`config.mk`:
```
export PLATFORM = sky130hd
export DESIGN_NAME = tge_tx_packetizer
export DESIGN_NICKNAME = d
export VERILOG_FILES = /design/src/rtl/tge_pkg.sv /design/src/rtl/tge_sat_counter.sv /design/src/rtl/tge_tx_packetizer.sv
export SDC_FILE = /design/constraint.sdc
export NUM_CORES = 1
export LEC_CHECK = 0
export ABC_AREA = 1
export BUFFER_PORTS_ARGS = -buffer_cell sky130_fd_sc_hd__buf_2
export CAP_MARGIN = 20
export CELL_PAD_IN_SITES_DETAIL_PLACEMENT = 1
export CELL_PAD_IN_SITES_GLOBAL_PLACEMENT = 1
export CORE_UTILIZATION = 39
export DETAILED_ROUTE_END_ITERATION = 10
export GPL_TIMING_DRIVEN = 0
export PLACE_DENSITY = 0.88
export REMOVE_ABC_BUFFERS = 1
export SYNTH_ARGS = -nofsm -noshare
export SYNTH_HDL_FRONTEND = slang
export SYNTH_HIERARCHICAL = 1
export SYNTH_SLANG_ARGS = --single-unit
```
`constraint.sdc`:
```
create_clock -name clk -period 2.18 [get_ports clk]
set_input_delay 0.218 -clock clk [delete_from_list [all_inputs] [get_ports clk]]
set_output_delay 0.218 -clock clk [all_outputs]
set_load 0.05 [all_outputs]
```
`src/rtl/tge_pkg.sv`:
```
// Shared types for the 10GbE TX packetizer: FSM states, header layout and packing.
package tge_pkg;

  localparam int SEQ_W = 48;
  localparam int LEN_W = 16;

  typedef enum logic [1:0] {
    IDLE    = 2'd0,
    HDR     = 2'd1,
    PAYLOAD = 2'd2,
    DROP    = 2'd3
  } state_t;

  typedef struct packed {
    logic [SEQ_W-1:0] seq;
    logic [LEN_W-1:0] len;
  } hdr_t;

  function automatic logic [63:0] pack_hdr(input logic [SEQ_W-1:0] seq,
                                           input logic [LEN_W-1:0] len);
    hdr_t h;
    h.seq = seq;
    h.len = len;
    return h;
  endfunction

endpackage

```
`src/rtl/tge_sat_counter.sv`:
```
// Saturating event counter; updates one cycle after inc, sticks at all-ones.
// No backpressure; clr wins over a simultaneous inc.
module tge_sat_counter #(
  parameter int W = 32
) (
  input  logic         clk,
  input  logic         rst_n,
  input  logic         inc,
  input  logic         clr,
  output logic [W-1:0] count
);

  always_ff @(posedge clk or negedge rst_n) begin
    if (!rst_n) begin
      count <= '0;
    end else if (clr) begin
      count <= '0;
    end else if (inc && (count != {W{1'b1}})) begin
      count <= count + 1'b1;
    end
  end

endmodule

```
`src/rtl/tge_tx_packetizer.sv`:
```
// Slices a 64-bit word stream into fixed-length UDP frames; one-cycle registered latency.
// Upstream is stalled while idle or sending the header; whole packets drop on afull at start.
module tge_tx_packetizer
  import tge_pkg::*;
#(
  parameter int PAYLOAD_WORDS = 128,
  parameter bit HEADER_EN     = 1'b1,
  parameter int CNT_W         = 32
) (
  input  logic             clk,
  input  logic             rst_n,
  input  logic             en,
  input  logic             cnt_clr,
  input  logic [31:0]      cfg_dest_ip,
  input  logic [15:0]      cfg_dest_port,
  input  logic             in_valid,
  input  logic [63:0]      in_data,
  output logic             in_ready,
  output logic             tx_valid,
  output logic             tx_end_of_frame,
  output logic [63:0]      tx_data,
  output logic [31:0]      tx_dest_ip,
  output logic [15:0]      tx_dest_port,
  input  logic             tx_afull,
  input  logic             tx_overflow,
  output logic [CNT_W-1:0] pkt_count,
  output logic [CNT_W-1:0] drop_count,
  output logic [CNT_W-1:0] overflow_count,
  output logic             busy
);

  localparam int          CW   = $clog2(PAYLOAD_WORDS);
  localparam logic [CW-1:0] LAST = CW'(PAYLOAD_WORDS - 1);

  state_t           state, state_nxt;
  logic [CW-1:0]    wcnt, wcnt_nxt;
  logic [SEQ_W-1:0] seq_num, seq_nxt;
  logic             in_ready_nxt, tx_valid_nxt, tx_eof_nxt;
  logic [63:0]      tx_data_nxt;
  logic [31:0]      ip_nxt;
  logic [15:0]      port_nxt;
  logic             pkt_inc, drop_inc;
  logic             accept;

  assign accept = in_valid && in_ready;
  assign busy   = (state != IDLE);

  always_ff @(posedge clk or negedge rst_n) begin
    if (!rst_n) begin
      state           <= IDLE;
      wcnt            <= '0;
      seq_num         <= '0;
      in_ready        <= 1'b0;
      tx_valid        <= 1'b0;
      tx_end_of_frame <= 1'b0;
      tx_data         <= '0;
      tx_dest_ip      <= '0;
      tx_dest_port    <= '0;
    end else begin
      state           <= state_nxt;
      wcnt            <= wcnt_nxt;
      seq_num         <= seq_nxt;
      in_ready        <= in_ready_nxt;
      tx_valid        <= tx_valid_nxt;
      tx_end_of_frame <= tx_eof_nxt;
      tx_data         <= tx_data_nxt;
      tx_dest_ip      <= ip_nxt;
      tx_dest_port    <= port_nxt;
    end
  end

  // Outputs are computed from the next state so in_ready drops on the same
  // edge that registers the last word, and no extra word slips in.
  always_comb begin
    state_nxt    = state;
    wcnt_nxt     = wcnt;
    seq_nxt      = seq_num;
    in_ready_nxt = 1'b0;
    tx_valid_nxt = 1'b0;
    tx_eof_nxt   = 1'b0;
    tx_data_nxt  = tx_data;
    ip_nxt       = tx_dest_ip;
    port_nxt     = tx_dest_port;
    pkt_inc      = 1'b0;
    drop_inc     = 1'b0;
    case (state)
      IDLE: begin
        if (en && in_valid) begin
          ip_nxt   = cfg_dest_ip;
          port_nxt = cfg_dest_port;
          if (tx_afull) begin
            state_nxt    = DROP;
            in_ready_nxt = 1'b1;
          end else if (HEADER_EN) begin
            state_nxt    = HDR;
            tx_valid_nxt = 1'b1;
            tx_data_nxt  = pack_hdr(seq_num, LEN_W'(PAYLOAD_WORDS));
          end else begin
            state_nxt    = PAYLOAD;
            in_ready_nxt = 1'b1;
          end
        end
      end
      HDR: begin
        state_nxt    = PAYLOAD;
        in_ready_nxt = 1'b1;
      end
      PAYLOAD: begin
        in_ready_nxt = 1'b1;
        if (accept) begin
          tx_valid_nxt = 1'b1;
          tx_data_nxt  = in_data;
          if (wcnt == LAST) begin
            tx_eof_nxt   = 1'b1;
            in_ready_nxt = 1'b0;
            wcnt_nxt     = '0;
            seq_nxt      = seq_num + 1'b1;
            pkt_inc      = 1'b1;
            state_nxt    = IDLE;
          end else begin
            wcnt_nxt = wcnt + 1'b1;
          end
        end
      end
      DROP: begin
        in_ready_nxt = 1'b1;
        if (accept) begin
          if (wcnt == LAST) begin
            in_ready_nxt = 1'b0;
            wcnt_nxt     = '0;
            seq_nxt      = seq_num + 1'b1;
            drop_inc     = 1'b1;
            state_nxt    = IDLE;
          end else begin
            wcnt_nxt = wcnt + 1'b1;
          end
        end
      end
      default: state_nxt = IDLE;
    endcase
  end

  tge_sat_counter #(.W(CNT_W)) u_pkt_cnt (
    .clk(clk), .rst_n(rst_n), .inc(pkt_inc), .clr(cnt_clr), .count(pkt_count)
  );

  tge_sat_counter #(.W(CNT_W)) u_drop_cnt (
    .clk(clk), .rst_n(rst_n), .inc(drop_inc), .clr(cnt_clr), .count(drop_count)
  );

  tge_sat_counter #(.W(CNT_W)) u_ovf_cnt (
    .clk(clk), .rst_n(rst_n), .inc(tx_overflow), .clr(cnt_clr), .count(overflow_count)
  );

endmodule

```
==> results of run 1 <==
==> flip-flops by register name, indices dropped and copies added, names as in the netlist <==
signal,flops
u_pkt_cnt/count,32
tx_end_of_frame,1
tx_valid,1
u_drop_cnt/count,32
u_ovf_cnt/count,32
state,2
tx_data,64
wcnt,7
tx_dest_port,16
tx_dest_ip,32
seq_num,48
in_ready,1
==> area by class of cell <==
| class | instances | area (um2) |
|---|---|---|
| fill | 4621 | 17500 |
| multi-input combinational | 1528 | 7100 |
| sequential | 268 | 6710 |
| timing repair buffer | 462 | 3070 |
| clock buffer | 49 | 947 |
| inverter | 152 | 622 |
| tap | 468 | 586 |
| clock inverter | 11 | 124 |
| timing repair inverter | 3 | 22.5 |
| antenna | 5 | 12.5 |
==> per-stage QoR <==
| stage | setup WS [ns] | setup TNS (ns) | utilization | instance area [um2] |
|---|---|---|---|---|
| 2_1_floorplan | -2.49 | -216.38 | - | 14300 |
| 3_3_place_gp | -5.22 | -1663.04 | 0.449 | 16500 |
| 3_5_place_dp | -1.70 | -162.56 | 0.455 | 16700 |
| 4_1_cts | 0.00862 | 0 | 0.518 | 19000 |
| 5_1_grt | 0.00321 | 0 | 0.523 | 19200 |
| 6_report | 0.107 | 0 | 0.523 | 19200 |
==> layer usage <==
layer	up-vias	track usage	part of all wire
met5	-	0	0
li1	7217	-	-
met1	7770	0.337	0.40
met2	498	0.514	0.51
met3	171	0.0465	0.045
met4	0	0.144	0.043
==> worst paths after layout <==
path | startpoint | endpoint | slack [ns] | cells past startpoint
max reg2reg | state[0]$_DFFE_PN0P_ | tx_data[22]$_DFFE_PN0P_ | 0.11 | 9
min | tx_overflow | u_ovf_cnt/count[22]$_DFFE_PN0P_ | 0.06 | 3
max in group asynchronous | rst_n | state[0]$_DFFE_PN0P_ | 0.48 | 4
min in group asynchronous | rst_n | u_ovf_cnt/count[22]$_DFFE_PN0P_ | 0.33 | 2
max | state[0]$_DFFE_PN0P_ | tx_data[22]$_DFFE_PN0P_ | 0.11 | 9
min reg2reg | tx_dest_ip[22]$_DFFE_PN0P_ | tx_dest_ip[22]$_DFFE_PN0P_ | 0.47 | 2
==> synthesized netlist by cell type (4+ instances only) <==
library cell | n | area share
buf_2 | 17 | 0.0058
nand2_4 | 9 | 0.0069
o21ai_1 | 38 | 0.013
nand4_1 | 39 | 0.017
inv_2 | 10 | 0.0026
nor3_1 | 4 | 0.0014
nor2_4 | 11 | 0.0085
xnor2_1 | 26 | 0.016
nand3b_1 | 7 | 0.0036
buf_6 | 12 | 0.0092
nor2_2 | 20 | 0.0086
ha_1 | 5 | 0.0043
buf_4 | 5 | 0.0026
nand3_1 | 148 | 0.051
a21oi_1 | 17 | 0.0058
nor2_1 | 284 | 0.073
inv_1 | 142 | 0.036
nand2_1 | 784 | 0.20
clkbuf_1 | 23 | 0.0059
xor2_1 | 37 | 0.022
a31oi_1 | 48 | 0.021
o21ai_0 | 20 | 0.0069
nand2_2 | 10 | 0.0043
dfrtp_1 | 268 | 0.46
==> power by group <==
group          switching (mW)  total (mW)  internal [mW]
sequential              0.498        6.17           5.68
combinational            4.17        5.49           1.31
clock                    2.36        5.64           3.27
==> worst max-delay path, cell delays in order, from the launching register on <==
cell and delay [ns]:
dfrtp_2 0.48, nor2_4 0.14, inv_2 0.09, nor2_4 0.19, inv_8 0.14, o21ai_4 0.25
buf_6 0.20, buf_12 0.17, nor2_1 0.08, a31oi_1 0.21
==> kinds of logic after synthesis <==
kind of cell,synth area share
and+or+nand+nor,0.387
DFF,0.459
buffers and inverters,0.0634
AOI/OAI and AO/OA,0.0484
xor gates and xnor gates,0.0378
adders and majority gates,0.00428
==> timing repair <==
item / CTS / global route
endpoints found under the setup margin: 195 / 105
pin swaps: 3 / 2
endpoints found under the hold margin: 218 / 0
setup buffers: 4 / 2
gates resized for setup: 18 / 21
hold buffers: 115 / 0
cloned: 3 / 5
==> impl_metrics.ini, run 1 <==
[run_status]
status = complete, no violations

[place]
gp_congestion = 0.896
io_buffers = 330
placed_cells_incl_taps = 2752
dp_hpwl_um = 35100

[grt]
antenna_found_initial = 5
grt_pass1_vias = 16806
grt_overflow_total = 0
grt_use_total = 0.289
grt_max_degree = 106
grt_pass1_wl_um = 88400

[sta]
skew_ns = 0.0125
hold_ws_ns = 0.0555
fin_crit_sh = 0.951
slew-limit-headroom = 0.259
rsz0062_at_grt = false
max_freq_ghz = 0.482
maxSlewViolCount = 0
setup_viol = 0
hold_viol_final = 0
tightest_slew_ns = 1.11
min_period_ns = 2.07

[cts]
h-tree-depth = 2
clk_pin_slew_ns = 0.06
clockBufferDepth = 3
cts-root-buf = clkbuf_16
clock_sinks = 268
cts_buffers = 34
cts_tree = done
clkLatencyLatePin_ns = 0.55

[detailed_routing]
drtIter0Drc = 982
wire_per_inst_um = 19.2
vias_per_cell = 5.31
dr.pass1.iters = 5
drc_errors = 0
dr_total_vias = 15656
ant_nets = 0
wl_um = 56600

[final_layout]
mostFrequentLayoutCell = nand2_1
final_nets = 2573
final_cell_mix = nand2_1, buf_2, nor2_1, dfrtp_1, nand3_1
final_cells = 2946
drive_above_1_share = 0.196
area_growth_pct = 31.4

[floorplan]
dieHeight_um = 196
die_area_um2 = 38200
die_w_um = 196
core_um2 = 36700
rows = 70
io_pins = 331
floorplan.initialDensity = 0.398

[worst_setup_path]
start_kind = register
critical_path_class = register to register
arrival_ns = 2.52
crit_required_ns = 2.63
crit_fanout = 50
end_kind = register

[synthesis]
avgSynthCellArea_um2 = 7.29
synth_edf_count = 0
synthCells = 2005
ys_async_sr_fraction = 1.00
syn_area_um2 = 14600
yosysUniqueCellTypes = 34
yosys_register_bits = 268
ys_seq_area_frac = 0.459
ys.flop_type = dfrtp_1
ys_warn_count = 6

[worst_hold_path]
min_path_type = input pin to register

[flow_run]
cap_violations = 0

[power]
irDropWorstVdd_mv = 1.05
total_leakage_power_nw = 9.45
power_density_nw_per_um2 = 901
total_power_mw = 17.3
Note: power is estimated with default switching activity, not from simulation.
==> inputs of run 2 (changes only) <==
--- a/config.mk
+++ b/config.mk
@@ -15,6 +15,7 @@
 export GPL_TIMING_DRIVEN = 0
 export PLACE_DENSITY = 0.88
 export REMOVE_ABC_BUFFERS = 1
+export SKIP_LAST_GASP = 1
 export SYNTH_ARGS = -nofsm -noshare
 export SYNTH_HDL_FRONTEND = slang
 export SYNTH_HIERARCHICAL = 1
==> constraint.sdc (replaced) <==
create_clock -name clk -period 2.18 [get_ports clk]
set_input_delay 0.436 -clock clk [delete_from_list [all_inputs] [get_ports clk]]
set_output_delay 0.436 -clock clk [all_outputs]
set_load 0.05 [all_outputs]
==> impl_metrics.ini, run 2 (synthesis gave the netlist of run 1 again) <==
[flow_run]
cap_violations = 0

[floorplan]
core_um2 = 36700
floorplan.initialDensity = 0.398
die_w_um = 196
io_pins = 331
dieHeight_um = 196
die_area_um2 = 38200
rows = 70

[power]
total_leakage_power_nw = 8.98
irDropWorstVdd_mv = 0.857
power_density_nw_per_um2 = 937

[sta]
hold_viol_final = 0
fin_crit_sh = 0.953
min_period_ns = 2.08
max_freq_ghz = 0.482
hold_ws_ns = 0.0924
slew-limit-headroom = 0.246
setup_viol = 0
tightest_slew_ns = 1.13
finalSetupTns_ns = 0
maxSlewViolCount = 0
skew_ns = 0.0150
rsz0062_at_grt = true

[cts]
clockBufferDepth = 3
cts_tree = done
cts-root-buf = clkbuf_16
clkLatencyLatePin_ns = 0.55
cts_buffers = 34
h-tree-depth = 2
clock_sinks = 268
clk_pin_slew_ns = 0.06

[final_layout]
mostFrequentLayoutCell = nand2_1
regMostFlops = tx_data
final_nets = 2461
final_cell_mix = nand2_1, buf_2, nor2_1, dfrtp_1, nand3_1
drive_above_1_share = 0.205
top_regs = tx_data x64, seq_num x48
final_cells = 2831
area_growth_pct = 23.6
largest_reg_flops = 64

[worst_setup_path]
crit_chain = nor2_4, inv_2, nor2_4, inv_8, o21ai_4, buf_12, buf_16, nor2_1, a31oi_1
slowest_delay_ns = 0.46
cpMaxStageDelayCell = dfrtp_1
arrival_ns = 2.53
crit_fanout = 50
reg2reg_slack_ns = 0.10
end_kind = register
start_kind = register
crit_required_ns = 2.63
crit_top_cell = nor2_4
critical_path_class = register to register

[detailed_routing]
wl_um = 50400
ant_nets = 0
drc_errors = 0
dr.pass1.iters = 7
vias_per_cell = 5.24
wire_per_inst_um = 17.8
dr_total_vias = 14841
drtIter0Drc = 803

[grt]
grt_max_degree = 106
grt_use_total = 0.263
grt_overflow_total = 0
grt_pass1_vias = 15686
grt_pass1_wl_um = 81200
antenna_found_initial = 4

[place]
placed_cells_incl_taps = 2752
io_buffers = 330
dp_hpwl_um = 35100
gp_congestion = 0.896

[run_status]
status = complete, no violations

[worst_hold_path]
min_path_type = input pin to register
-- run 2: report_power, final --
part / internal, mW / switching, mW / leakage, nW
Sequential: 5.68 / 0.442 / 3.50
Combinational: 1.20 / 4.00 / 4.95
Clock: 3.27 / 2.33 / 0.528
Total: 10.1 / 6.77 / 8.98
-- run 2: critical path, delay by kind of cell (launching register included) --
family / cells / cell delay, ns
AND/OR/NAND/NOR: 3 / 0.43
AO/OA/AOI/OAI: 2 / 0.41
flip-flops: 1 / 0.46
buffers and inverters: 4 / 0.64
-- run 2: timing repair --
| action | 4_1_cts | 5_1_grt |
|---|---|---|
| pin swaps | 3 | 3 |
| gates resized for setup | 16 | 19 |
| hold buffers | 1 | 0 |
| setup buffers | 4 | 4 |
| hold endpoints to repair | 44 | 0 |
| endpoints found under the setup margin | 195 | 123 |
| cloned | 5 | 3 |
-- run 2: per-stage QoR --
| stage | cell area [um2] | total power [mW] | setup slack [ns] | utilization |
|---|---|---|---|---|
| after CTS | 17900 | 16.9 | -0.0299 | 0.487 |
| after global routing | 18100 | 17.6 | -0.0233 | 0.492 |
| after detailed placement | 16700 | 11.2 | -1.70 | 0.455 |
| after floorplan | 14300 | 9.61 | -2.49 | - |
| final | 18100 | 16.9 | 0.103 | 0.492 |
| after global placement | 16500 | 10.6 | -5.22 | 0.449 |
-- run 2: path summary, 6_finish.rpt --
path / cells after the start / start / end
setup / recovery: 9 / state[1]$_DFFE_PN0P_ / tx_data[58]$_DFFE_PN0P_
hold / removal: 3 / cfg_dest_port[1] / tx_dest_port[1]$_DFFE_PN0P_
setup reg to reg: 9 / state[1]$_DFFE_PN0P_ / tx_data[58]$_DFFE_PN0P_
hold reg to reg: 2 / tx_dest_ip[11]$_DFFE_PN0P_ / tx_dest_ip[11]$_DFFE_PN0P_
max in group asynchronous: 4 / rst_n / state[0]$_DFFE_PN0P_
min in group asynchronous: 2 / rst_n / u_ovf_cnt/count[22]$_DFFE_PN0P_
-- run 2: final cells by class --
type | instances | area (um2)
inverter | 152 | 618
fill | 4720 | 18600
clock inverter | 11 | 124
sequential | 268 | 6710
multi-input combinational | 1528 | 7090
antenna | 2 | 5.00
timing repair inverter | 3 | 18.8
timing repair buffer | 350 | 1960
tap | 468 | 586
clock buffer | 49 | 947
-- run 2: routing by layer --
layer  wire length (um)  vias up  track usage
met5                 25        -            0
met4               1410        4        0.101
met3               2130      109       0.0389
met2              25700      358        0.465
met1              21100     7379        0.321
li1                   -     6991            -
